`config.mk`:
```
export PLATFORM = sky130hd
export DESIGN_NAME = elevator_request_queue
export DESIGN_NICKNAME = d
export VERILOG_FILES = /design/src/rtl/elevator_request_queue.sv
export SDC_FILE = /design/constraint.sdc
export NUM_CORES = 1
export LEC_CHECK = 0
export ABC_AREA = 1
export ABC_CLOCK_PERIOD_IN_PS = 2500
export BUFFER_PORTS_ARGS = -buffer_cell sky130_fd_sc_hd__buf_4
export CAP_MARGIN = 20
export CORE_UTILIZATION = 57
export DETAILED_ROUTE_END_ITERATION = 10
export MAX_ROUTING_LAYER = met4
export PLACE_DENSITY = 0.84
export SYNTH_ARGS = -nofsm -noshare
export SYNTH_HDL_FRONTEND = slang
export SYNTH_SLANG_ARGS = --single-unit
```
`constraint.sdc`:
```
create_clock -name clk -period 2.5 [get_ports clk]
set_input_delay 0 -clock clk [delete_from_list [all_inputs] [get_ports clk]]
set_output_delay 0 -clock clk [all_outputs]
set_load 0.01 [all_outputs]
```
`src/rtl/elevator_request_queue.sv`:
```
// Elevator call queue: latches floor requests into a pending mask, tracks travel
// direction with a small FSM and picks the next floor to serve.
module elevator_request_queue (
    input  logic       clk,
    input  logic       reset,
    input  logic       r_nwr,
    input  logic [2:0] requested_floor,
    input  logic [2:0] current_floor,
    input  logic       arrived,
    output logic [6:0] lamps,
    output logic [1:0] direction,
    output logic [2:0] target_floor,
    output logic       target_valid
);

    localparam logic [1:0] DIR_IDLE = 2'b00;
    localparam logic [1:0] DIR_UP   = 2'b01;
    localparam logic [1:0] DIR_DOWN = 2'b10;

    logic [6:0] pending_q, pending_d;
    logic [1:0] state_q, state_d;
    logic       floor_ok;
    logic       above, below;
    logic       up_found, down_found;
    logic [2:0] up_idx, down_idx;

    // Floor 7 is not a real floor; it freezes direction and blocks clearing.
    assign floor_ok = (current_floor != 3'd7);

    always_ff @(posedge clk or posedge reset) begin
        if (reset) begin
            pending_q <= 7'd0;
            state_q   <= DIR_IDLE;
        end else begin
            pending_q <= pending_d;
            state_q   <= state_d;
        end
    end

    // Clear is applied after set so a same-floor clear wins.
    always_comb begin
        pending_d = pending_q;
        if (!r_nwr && requested_floor != 3'd7) begin
            pending_d[requested_floor] = 1'b1;
        end
        if (arrived && floor_ok) begin
            pending_d[current_floor] = 1'b0;
        end
    end

    always_comb begin
        above      = 1'b0;
        below      = 1'b0;
        up_found   = 1'b0;
        down_found = 1'b0;
        up_idx     = 3'd0;
        down_idx   = 3'd0;
        for (int i = 0; i < 7; i++) begin
            if (pending_q[i] && 3'(i) > current_floor) above = 1'b1;
            if (pending_q[i] && 3'(i) < current_floor) begin
                below      = 1'b1;
                down_found = 1'b1;
                down_idx   = 3'(i);
            end
        end
        // Scan downward so the last hit is the lowest floor above the car.
        for (int i = 6; i >= 0; i--) begin
            if (pending_q[i] && 3'(i) > current_floor) begin
                up_found = 1'b1;
                up_idx   = 3'(i);
            end
        end
    end

    always_comb begin
        state_d = state_q;
        if (floor_ok) begin
            case (state_q)
                DIR_UP:   state_d = above ? DIR_UP   : (below ? DIR_DOWN : DIR_IDLE);
                DIR_DOWN: state_d = below ? DIR_DOWN : (above ? DIR_UP   : DIR_IDLE);
                default:  state_d = above ? DIR_UP   : (below ? DIR_DOWN : DIR_IDLE);
            endcase
        end
    end

    always_comb begin
        lamps        = pending_q;
        direction    = state_q;
        target_floor = 3'd0;
        target_valid = 1'b0;
        if (floor_ok) begin
            if (pending_q[current_floor]) begin
                target_floor = current_floor;
                target_valid = 1'b1;
            end else if (state_q == DIR_UP && up_found) begin
                target_floor = up_idx;
                target_valid = 1'b1;
            end else if (state_q == DIR_DOWN && down_found) begin
                target_floor = down_idx;
                target_valid = 1'b1;
            end
        end
    end

endmodule
```
==> results of run 1 <==
cells in the final DEF (no fill, tap or decap), drive strengths merged:
cell	count
inv	34
dfrtp	9
nand2	47
o21ai	15
a31oi	2
nand3	18
a21boi	2
dlygate4sd3	2
clkbuf	4
nor3	2
o211ai	1
buf	22
a21oi	5
nor2	17
or2	1
synth_stat cells, drive strengths merged:
cell | n | area, sq um
nand3 | 18 | 117.6
nor3 | 2 | 10.01
a31oi | 2 | 12.51
or2 | 1 | 6.260
o21ai | 15 | 75.07
o211ai | 1 | 7.510
buf | 3 | 33.78
nand2 | 47 | 209.0
inv | 34 | 137.6
dfrtp | 9 | 225.2
a21boi | 2 | 18.77
nor2 | 17 | 95.09
a21oi | 5 | 32.53
per-stage QoR:
step	utilization (%)	total power, uW	hold slack [ns]	setup slack (ns)	cell area (sq um)
global placement	72.63	577.9	-0.02198	1.217	1132
CTS	75.60	701.3	0.06643	0.8747	1179
global route	75.60	753.3	0.08429	0.7550	1179
floorplan	-	456.6	-0.1721	1.342	980.9
detailed placement	72.63	586.8	-0.001752	1.171	1132
finish	75.60	695.9	0.06803	0.8991	1179
worst min-delay path by stage:
| stage | endpoint | from | cells after the start |
|---|---|---|---|
| after floorplan | direction[0] | reset | 1 |
| after global placement | lamps[6] | reset | 2 |
| after detailed placement | lamps[5] | reset | 2 |
| after CTS | lamps[6] | requested_floor[2] | 3 |
| after global routing | lamps[6] | requested_floor[2] | 3 |
| final | lamps[6] | requested_floor[2] | 3 |
layer usage:
| metal | vias to the layer above | share of wire, % |
|---|---|---|
| met3 | 5 | 5.4 |
| met4 | 0 | 1.2 |
| met5 | - | 0 |
| li1 | 537 | - |
| met1 | 463 | 47 |
| met2 | 36 | 46 |
power by group:
part           internal (uW)  total (uW)  switching, uW
clock network           61.2         108           46.3
logic                    161         377            216
registers                176         212           35.6
timing repair:
item	CTS	global route
setup buffers	0	0
endpoints found under the setup margin	0	0
hold endpoints to repair	10	0
hold buffers	2	0
worst max-delay path, cell delays in order, from the launching register on:
cell	delay, ns
dfrtp_1	0.44
inv_1	0.08
nand2_1	0.07
nand2_1	0.05
nand2_1	0.05
nand2_1	0.06
nand2_2	0.09
nand2_4	0.07
o21ai_0	0.24
a21oi_2	0.05
buf_4	0.15
state kept, by name, indices dropped and copies added, names as in the netlist:
register	count
lamps	7
direction	2
cell type report:
class                   instances  area, sq um
flip-flops and latches          9        225.2
repair buffers                 24        185.2
fillers                       135        380.4
inverters                      34        137.6
clock buffers                   4        26.28
well taps                      16        20.02
multi-input cells             110        584.3
cells by family after synthesis:
logic type             count (synthesis)
AOI/OAI and AO/OA                     25
buffers and inverters                 37
DFF                                    9
and+or+nand+nor                       85
==> impl_metrics.env, run 1 <==
export IMPL_synth_top_family_by_area="simple AND/OR/NAND/NOR gates"
export IMPL_tightest_slew_ns=0.3582
export IMPL_critPathLaunch="lamps[1]"
export IMPL_reg2reg_to="direction[1]"
export IMPL_setup_worst_path_end="target_floor[0]"
export IMPL_synthesis_nets=166
export IMPL_syn_mean_instance_area_sq_um=6.288
export IMPL_numCtsBuffers=3
export IMPL_fmax_mhz=624.7
export IMPL_antenna_found_initial=0
export IMPL_ys_ff_latch=9
export IMPL_drv_cap=0
export IMPL_ctsResizeCount=0
export IMPL_clock_path_buffers=2
export IMPL_grt_usage_pct=27.86
export IMPL_start_util_pct=62.92
export IMPL_tritoncts="built"
export IMPL_ys_seq_area_share_pct=22.96
export IMPL_htree_levels=1
export IMPL_drtIter0Drc=22
export IMPL_worstRegToRegCells=8
export IMPL_place_congestion=0.8906
export IMPL_drtPass1Iterations=7
export IMPL_slew_headroom_pct=76.09
export IMPL_via_count=1041
export IMPL_drc_errors=4
export IMPL_instances_no_fill=197
export IMPL_drt_total_wl_um=2278
export IMPL_dp_cells=191
export IMPL_insertion_delay_ns=0.25
export IMPL_die_w_um=43.49
export IMPL_arrival_ns=1.60
export IMPL_finalSetupViolCount=0
export IMPL_crit_type="reg -> out"
export IMPL_cts_root_buffer_cell="clkbuf_4"
export IMPL_slew_violations=0
export IMPL_finalHoldViolations=0
export IMPL_die_area_sq_um=1891
export IMPL_required_ns=2.50
export IMPL_clk_pin_slew_worst_paths_ns=0.06
export IMPL_top_usage_layer="met2"
export IMPL_hold_class="in -> reg"
export IMPL_port_buffers=22
export IMPL_pwr_density_cell_nw_per_um2=590.5
export IMPL_ios=23
export IMPL_r2r_start="lamps[5]"
export IMPL_dp_hpwl_um=1851
export IMPL_rsz0062_at_grt="false"
export IMPL_ys_types=25
export IMPL_yosys_warnings=0
export IMPL_finClkSkew_ns=0.002166
export IMPL_reg2reg_slack_ns=1.20
export IMPL_synth_fa_ha_area_share_pct=0
export IMPL_core_area_sq_um=1559
export IMPL_grt_max_degree=11
export IMPL_die_height_um=43.49
export IMPL_use_met1_pct=37.99
export IMPL_outcome="finished, violations left"
export IMPL_vias_per_cell=5.284
export IMPL_synth_compound_area_share_pct=14.92
export IMPL_startpoint_type="flip-flop"
export IMPL_cts_num_sinks=9
export IMPL_synth_xor_area_share_pct=0
export IMPL_netlist_area_sq_um=980.9
export IMPL_failed_checks="design-rule violations"
export IMPL_yosys_area_share_simple_pct=44.64
export IMPL_diodes=0
export IMPL_grt_pass1_vias=886
export IMPL_setup_tns_final_ns=0
export IMPL_endpoint_kind="primary output"
export IMPL_synthMuxAreaShare_pct=0
export IMPL_use_met3_pct=1.250
export IMPL_grt_overflow_total=0
export IMPL_drive_gt1_share_pct=28.73
export IMPL_grt_met2_usage_pct=44.55
export IMPL_synthCells=156
export IMPL_area_delta_synth_final_pct=20.15
export IMPL_nets=192
export IMPL_wl_per_cell_um=11.56
export IMPL_fp_row_count=14
export IMPL_leakage_uw=0.0006705
export IMPL_fin_crit_sh_pct=64.03
export IMPL_period_needed_ns=1.601
export IMPL_ant_nets=0
export IMPL_cp_max_fo=5
export IMPL_peakVddDrop_v=0.0004216
export IMPL_grt_first_pass_wirelength_um=3822
No activity file was read; power rests on OpenSTA's default activity.
==> inputs of run 2 (changes only) <==
--- a/config.mk
+++ b/config.mk
@@ -6,13 +6,13 @@
 export NUM_CORES = 1
 export LEC_CHECK = 0
 export ABC_AREA = 1
-export ABC_CLOCK_PERIOD_IN_PS = 2500
+export ABC_CLOCK_PERIOD_IN_PS = 1300
 export BUFFER_PORTS_ARGS = -buffer_cell sky130_fd_sc_hd__buf_4
 export CAP_MARGIN = 20
-export CORE_UTILIZATION = 57
+export CORE_UTILIZATION = 48
 export DETAILED_ROUTE_END_ITERATION = 10
 export MAX_ROUTING_LAYER = met4
-export PLACE_DENSITY = 0.84
+export PLACE_DENSITY = 0.75
 export SYNTH_ARGS = -nofsm -noshare
 export SYNTH_HDL_FRONTEND = slang
 export SYNTH_SLANG_ARGS = --single-unit
==> constraint.sdc (replaced) <==
create_clock -name clk -period 1.3 [get_ports clk]
set_input_delay 0 -clock clk [delete_from_list [all_inputs] [get_ports clk]]
set_output_delay 0 -clock clk [all_outputs]
set_load 0.01 [all_outputs]
==> run 2 against run 1 <==
Compared with the run above: the flow finishes with violations (negative setup slack); cell count grew 9.1%; highest routed layer unchanged; largest cell class unchanged; clock power grew 95%; register-to-register slack lost 1.3 ns; critical endpoint is now target_floor[1]; design area grew 11%.
==> impl_metrics.env, run 2 (same netlist as run 1, synthesis figures left out) <==
export IMPL_outcome="finished, violations left"
export IMPL_failed_checks="negative setup slack"
export IMPL_ant_nets=0
export IMPL_setup_tns_final_ns=-1.066
export IMPL_finClkSkew_ns=0.0003157
export IMPL_cts_root_buffer_cell="clkbuf_4"
export IMPL_vias_per_cell=5.153
export IMPL_nets=201
export IMPL_slew_headroom_pct=76.02
export IMPL_period_needed_ns=1.562
export IMPL_layout_common_cells="nand2_1 (38), buf_4 (30), inv_1 (24)"
export IMPL_htree_levels=1
export IMPL_die_w_um=47.21
export IMPL_ios=23
export IMPL_grt_usage_pct=25.65
export IMPL_drv_cap=0
export IMPL_crit_type="reg -> out"
export IMPL_peakVddDrop_v=0.0009209
export IMPL_finalHoldViolations=0
export IMPL_tightest_slew_ns=0.3592
export IMPL_diodes=0
export IMPL_start_util_pct=53.88
export IMPL_tritoncts="built"
export IMPL_numCtsBuffers=3
export IMPL_n_fill_cell=161
export IMPL_die_area_sq_um=2228
export IMPL_core_area_sq_um=1821
export IMPL_worst_slack_ns=-0.2625
export IMPL_dp_cells=202
export IMPL_slew_violations=0
export IMPL_insertion_delay_ns=0.26
export IMPL_grt_first_pass_wirelength_um=3857
export IMPL_instances_no_fill=215
export IMPL_drtIter0Drc=44
export IMPL_drive_gt1_share_pct=38.42
export IMPL_pre_cts_ws_ns=0.008104
export IMPL_rsz0062_at_grt="true"
export IMPL_hold_class="in -> reg"
export IMPL_area_delta_synth_final_pct=32.78
export IMPL_drc_errors=0
export IMPL_die_height_um=47.21
export IMPL_place_congestion=0.8938
export IMPL_grt_max_degree=11
export IMPL_seq_area_sq_um=225.2
export IMPL_fin_crit_sh_pct=120.2
export IMPL_drtPass1Iterations=4
export IMPL_startpoint_type="flip-flop"
export IMPL_clock_path_buffers=2
export IMPL_endpoint_kind="primary output"
export IMPL_drt_total_wl_um=2455
export IMPL_pwr_density_cell_nw_per_um2=1135
export IMPL_via_count=1108
export IMPL_cp_max_fo=4
export IMPL_multi_input_area_sq_um=625.6
export IMPL_layout_commonest_cell="nand2_1"
export IMPL_fp_row_count=15
export IMPL_antenna_found_initial=0
export IMPL_largest_reg_flops=7
export IMPL_arrival_ns=1.56
export IMPL_finalSetupViolCount=5
export IMPL_total_power_uw=1478
export IMPL_grt_pass1_vias=930
export IMPL_clk_pin_slew_worst_paths_ns=0.05
export IMPL_leakage_uw=0.0007232
export IMPL_port_buffers=22
export IMPL_final_area_sq_um=1303
export IMPL_required_ns=1.30
export IMPL_wl_per_cell_um=11.42
export IMPL_fmax_mhz=640.0
export IMPL_cts_num_sinks=9
export IMPL_post_dp_cell_area_sq_um=1159
export IMPL_dp_hpwl_um=1899
export IMPL_grt_overflow_total=0
==> run 2: cell count changes in the layout (fill, tap and decap cells not counted), moves of 2 or more <==
cell     change
buf_4        +8
o21ai_0      -2
inv_1        -5
nor2_2       +2
nand3_1      -4
o21ai_1      +2
inv_2        +5
nor2_1       -2
nand3_2      +3
==> run 2: where the power goes <==
part           total, uW  leakage [uW]  switching, uW  internal (uW)
clock                211     0.0000150           92.7            118
sequential           404      0.000105           65.1            339
combinational        863      0.000603            473            391
==> run 2: worst max-delay path, stage by stage, from the launching register on <==
cell and delay, ns:
dfrtp_1 0.41, inv_2 0.09, nor2_2 0.05, inv_2 0.06, nand2_2 0.06, nor2_2 0.12, nand3_2 0.12, nand3_2 0.11
nand3_2 0.05, nand2_1 0.06, inv_1 0.03, buf_4 0.13
==> run 2: repair_timing <==
| item | 4_1_cts | 5_1_grt |
|---|---|---|
| pin swaps | 1 | 5 |
| hold buffers | 2 | 0 |
| endpoints found under the hold margin | 10 | 0 |
| gates resized for setup | 9 | 8 |
| gates cloned | 0 | 0 |
| endpoints found under the setup margin | 4 | 6 |
| buffers inserted | 5 | 2 |
==> run 2: layout make-up <==
| type | count | share of cell area (%) |
|---|---|---|
| multi-input cells | 110 | 48.03 |
| inverters | 34 | 10.57 |
| repair buffers | 33 | 19.69 |
| flip-flops and latches | 9 | 17.29 |
| well taps | 25 | 2.402 |
| clock buffers | 4 | 2.017 |
==> run 2: metal layers <==
layer | wire (um) | part of all wire, % | up-vias | global-route usage, %
met1 | 1083 | 44 | 508 | 33.33
met3 | 116 | 4.7 | 7 | 1.154
met5 | 0 | 0 | - | -
met2 | 1195 | 49 | 41 | 41.67
li1 | - | - | 552 | -
met4 | 59 | 2.4 | 0 | 10.29
==> run 2: metrics by stage <==
step,hold slack [ns],util [%]
final,0.05701,71.55
after global routing,0.08673,71.55
after CTS,0.06860,69.83
after detailed placement,-0.007944,63.64
after global placement,-0.02046,63.64
after floorplan,-0.1721,-
==> run 2: final timing paths <==
check / startpoint / end / slack [ns] / cells after the start
min reg2reg: direction[1] / direction[1] / 0.59 / 2
max in group asynchronous: reset / lamps[0] / 0.78 / 3
min in group asynchronous: reset / lamps[5] / 0.26 / 3
max reg2reg: lamps[5] / direction[1] / -0.05 / 9
max: lamps[5] / target_floor[1] / -0.26 / 11
min: requested_floor[2] / lamps[6] / 0.06 / 3
==> inputs of run 3 (changes only) <==
--- a/config.mk
+++ b/config.mk
@@ -12,7 +12,7 @@
 export CORE_UTILIZATION = 48
 export DETAILED_ROUTE_END_ITERATION = 10
 export MAX_ROUTING_LAYER = met4
-export PLACE_DENSITY = 0.75
+export PLACE_DENSITY = 0.72
 export SYNTH_ARGS = -nofsm -noshare
 export SYNTH_HDL_FRONTEND = slang
 export SYNTH_SLANG_ARGS = --single-unit
==> run 3 against run 2 <==
Compared with the run above: the flow still finishes with violations (negative setup slack); worst setup slack gained 0.021 ns; largest power group unchanged; combinational power shrank 1%; critical endpoint is now target_floor[2]; via count fell by 2.5%; design area is 1.5% lower; critical path type unchanged.
==> impl_metrics.env, run 3 (same netlist as run 1, synthesis figures left out) <==
export IMPL_cts_root_buffer_cell="clkbuf_4"
export IMPL_failed_checks="negative setup slack"
export IMPL_worstRegToRegCells=7
export IMPL_layout_common_cells="nand2_1 (34), buf_4 (25), inv_1 (24)"
export IMPL_required_ns=1.30
export IMPL_whs_ns=0.06708
export IMPL_path_cells="buf_4, nand3_4, nand3_4, inv_2, nand2_2, nand2_2, nand2_2, inv_2, nand2_1, nand2_1, inv_2, buf_6"
export IMPL_seq_area_sq_um=225.2
export IMPL_clk_pin_slew_worst_paths_ns=0.06
export IMPL_layout_commonest_cell="nand2_1"
export IMPL_n_fill_cell=185
export IMPL_die_w_um=47.21
export IMPL_drt_total_wl_um=2570
export IMPL_fmax_mhz=648.8
export IMPL_tritoncts="built"
export IMPL_grt_usage_pct=26.33
export IMPL_insertion_delay_ns=0.26
export IMPL_ios=23
export IMPL_port_buffers=22
export IMPL_tightest_slew_ns=0.3556
export IMPL_path_buf_inv=5
export IMPL_crit_type="reg -> out"
export IMPL_period_needed_ns=1.541
export IMPL_start_util_pct=53.88
export IMPL_drc_errors=0
export IMPL_finalSetupViolCount=4
export IMPL_reg2reg_slack_ns=0.11
export IMPL_max_stage_delay_ns=0.41
export IMPL_area_delta_synth_final_pct=30.74
export IMPL_whs_path_depth=3
export IMPL_via_count=1080
export IMPL_slowest_stage="dfrtp_1"
export IMPL_fp_row_count=15
export IMPL_fin_crit_sh_pct=118.6
export IMPL_hp_start="requested_floor[2]"
export IMPL_core_area_sq_um=1821
export IMPL_drtPass1Iterations=4
export IMPL_die_height_um=47.21
export IMPL_die_area_sq_um=2228
export IMPL_cp_max_fo=3
export IMPL_numCtsBuffers=3
export IMPL_worst_slack_ns=-0.2413
export IMPL_grt_max_degree=11
export IMPL_largest_reg_flops=7
export IMPL_reg2reg_to="direction[0]"
export IMPL_ant_nets=0
export IMPL_leakage_uw=0.0007055
export IMPL_grt_first_pass_wirelength_um=3933
export IMPL_finClkSkew_ns=0.003163
export IMPL_diodes=0
export IMPL_slew_violations=0
export IMPL_multi_input_area_sq_um=631.9
export IMPL_startpoint_type="flip-flop"
export IMPL_vias_per_cell=5.118
export IMPL_drtIter0Drc=14
export IMPL_htree_levels=1
export IMPL_instances_no_fill=211
export IMPL_r2r_start="lamps[2]"
export IMPL_grt_pass1_vias=898
export IMPL_dp_cells=201
export IMPL_arrival_ns=1.54
export IMPL_antenna_found_initial=0
export IMPL_clock_path_buffers=2
export IMPL_slew_headroom_pct=76.26
export IMPL_critPathTopFamily="simple AND/OR/NAND/NOR gates"
export IMPL_wl_per_cell_um=12.18
export IMPL_endpoint_kind="primary output"
export IMPL_grt_overflow_total=0
export IMPL_finalHoldViolations=0
export IMPL_place_congestion=0.8439
export IMPL_dp_hpwl_um=1947
export IMPL_peakVddDrop_v=0.0008997
export IMPL_drive_gt1_share_pct=38.71
export IMPL_outcome="finished, violations left"
export IMPL_nets=197
export IMPL_drv_cap=0
export IMPL_cts_num_sinks=9
export IMPL_total_power_uw=1464
export IMPL_pwr_density_cell_nw_per_um2=1142
export IMPL_hold_path_end="lamps[6]"
export IMPL_rsz0062_at_grt="true"
export IMPL_hold_class="in -> reg"
[run 3: changes by cell type in the layout (fill, tap and decap cells not counted), sizes merged]
cell  delta
buf      -4
[run 3: worst reg2reg max path, stage by stage (launching register included)]
cell and delay, ns:
dfrtp_1 0.41, inv_1 0.11, nor2_2 0.05, a21boi_1 0.16, nand3_2 0.14, nand2_1 0.11
nand2_1 0.05, o21ai_0 0.07
[run 3: metal layers]
metal	share of wire [%]	wire [um]	track usage [%]
met4	2.8	72	10.86
met1	45	1147	34.81
met3	3.5	91	1.538
met2	49	1258	41.67
met5	0	0	-
[run 3: layout make-up]
cell class / count / share of cell area [%]
Clock buffer: 4 / 2.049
Inverter: 34 / 10.73
Multi-Input combinational cell: 110 / 49.27
Sequential cell: 9 / 17.56
Tap cell: 25 / 2.439
Timing Repair Buffer: 29 / 17.95
[run 3: timing repair]
item	in CTS	in global routing
hold endpoints to repair	10	0
resized for setup	5	16
endpoints found under the setup margin	4	6
cloned	0	0
hold buffers	2	0
pin swaps	6	7
setup buffers	3	1
[run 3: worst max path at each step]
stage          startpoint               to  slack (ns)  depth (start not counted)
5_1_grt          lamps[5]  target_floor[1]       -0.33                         11
3_3_place_gp     lamps[1]  target_floor[1]        0.02                         12
4_1_cts          lamps[1]  target_floor[2]       -0.26                         13
2_1_floorplan    lamps[4]     target_valid        0.14                         10
3_5_place_dp     lamps[1]  target_floor[2]        0.01                         13
6_report         lamps[1]  target_floor[2]       -0.24                         12
[run 3: where the power goes]
part / total [uW] / switching (uW) / internal [uW]
combinational: 854 / 481 / 373
clock: 216 / 97.3 / 118
sequential: 395 / 56.4 / 339
[run 3: through the flow]
| step | setup TNS, ns | area [sq um] | util, % | worst slack (ns) |
|---|---|---|---|---|
| 2_1_floorplan | 0 | 980.9 | - | 0.1417 |
| 3_3_place_gp | 0 | 1151 | 63.23 | 0.01840 |
| 3_5_place_dp | 0 | 1151 | 63.23 | 0.01348 |
| 4_1_cts | -0.9712 | 1227 | 67.42 | -0.2568 |
| 5_1_grt | -1.317 | 1282 | 70.45 | -0.3340 |
| 6_report | -0.9090 | 1282 | 70.45 | -0.2413 |
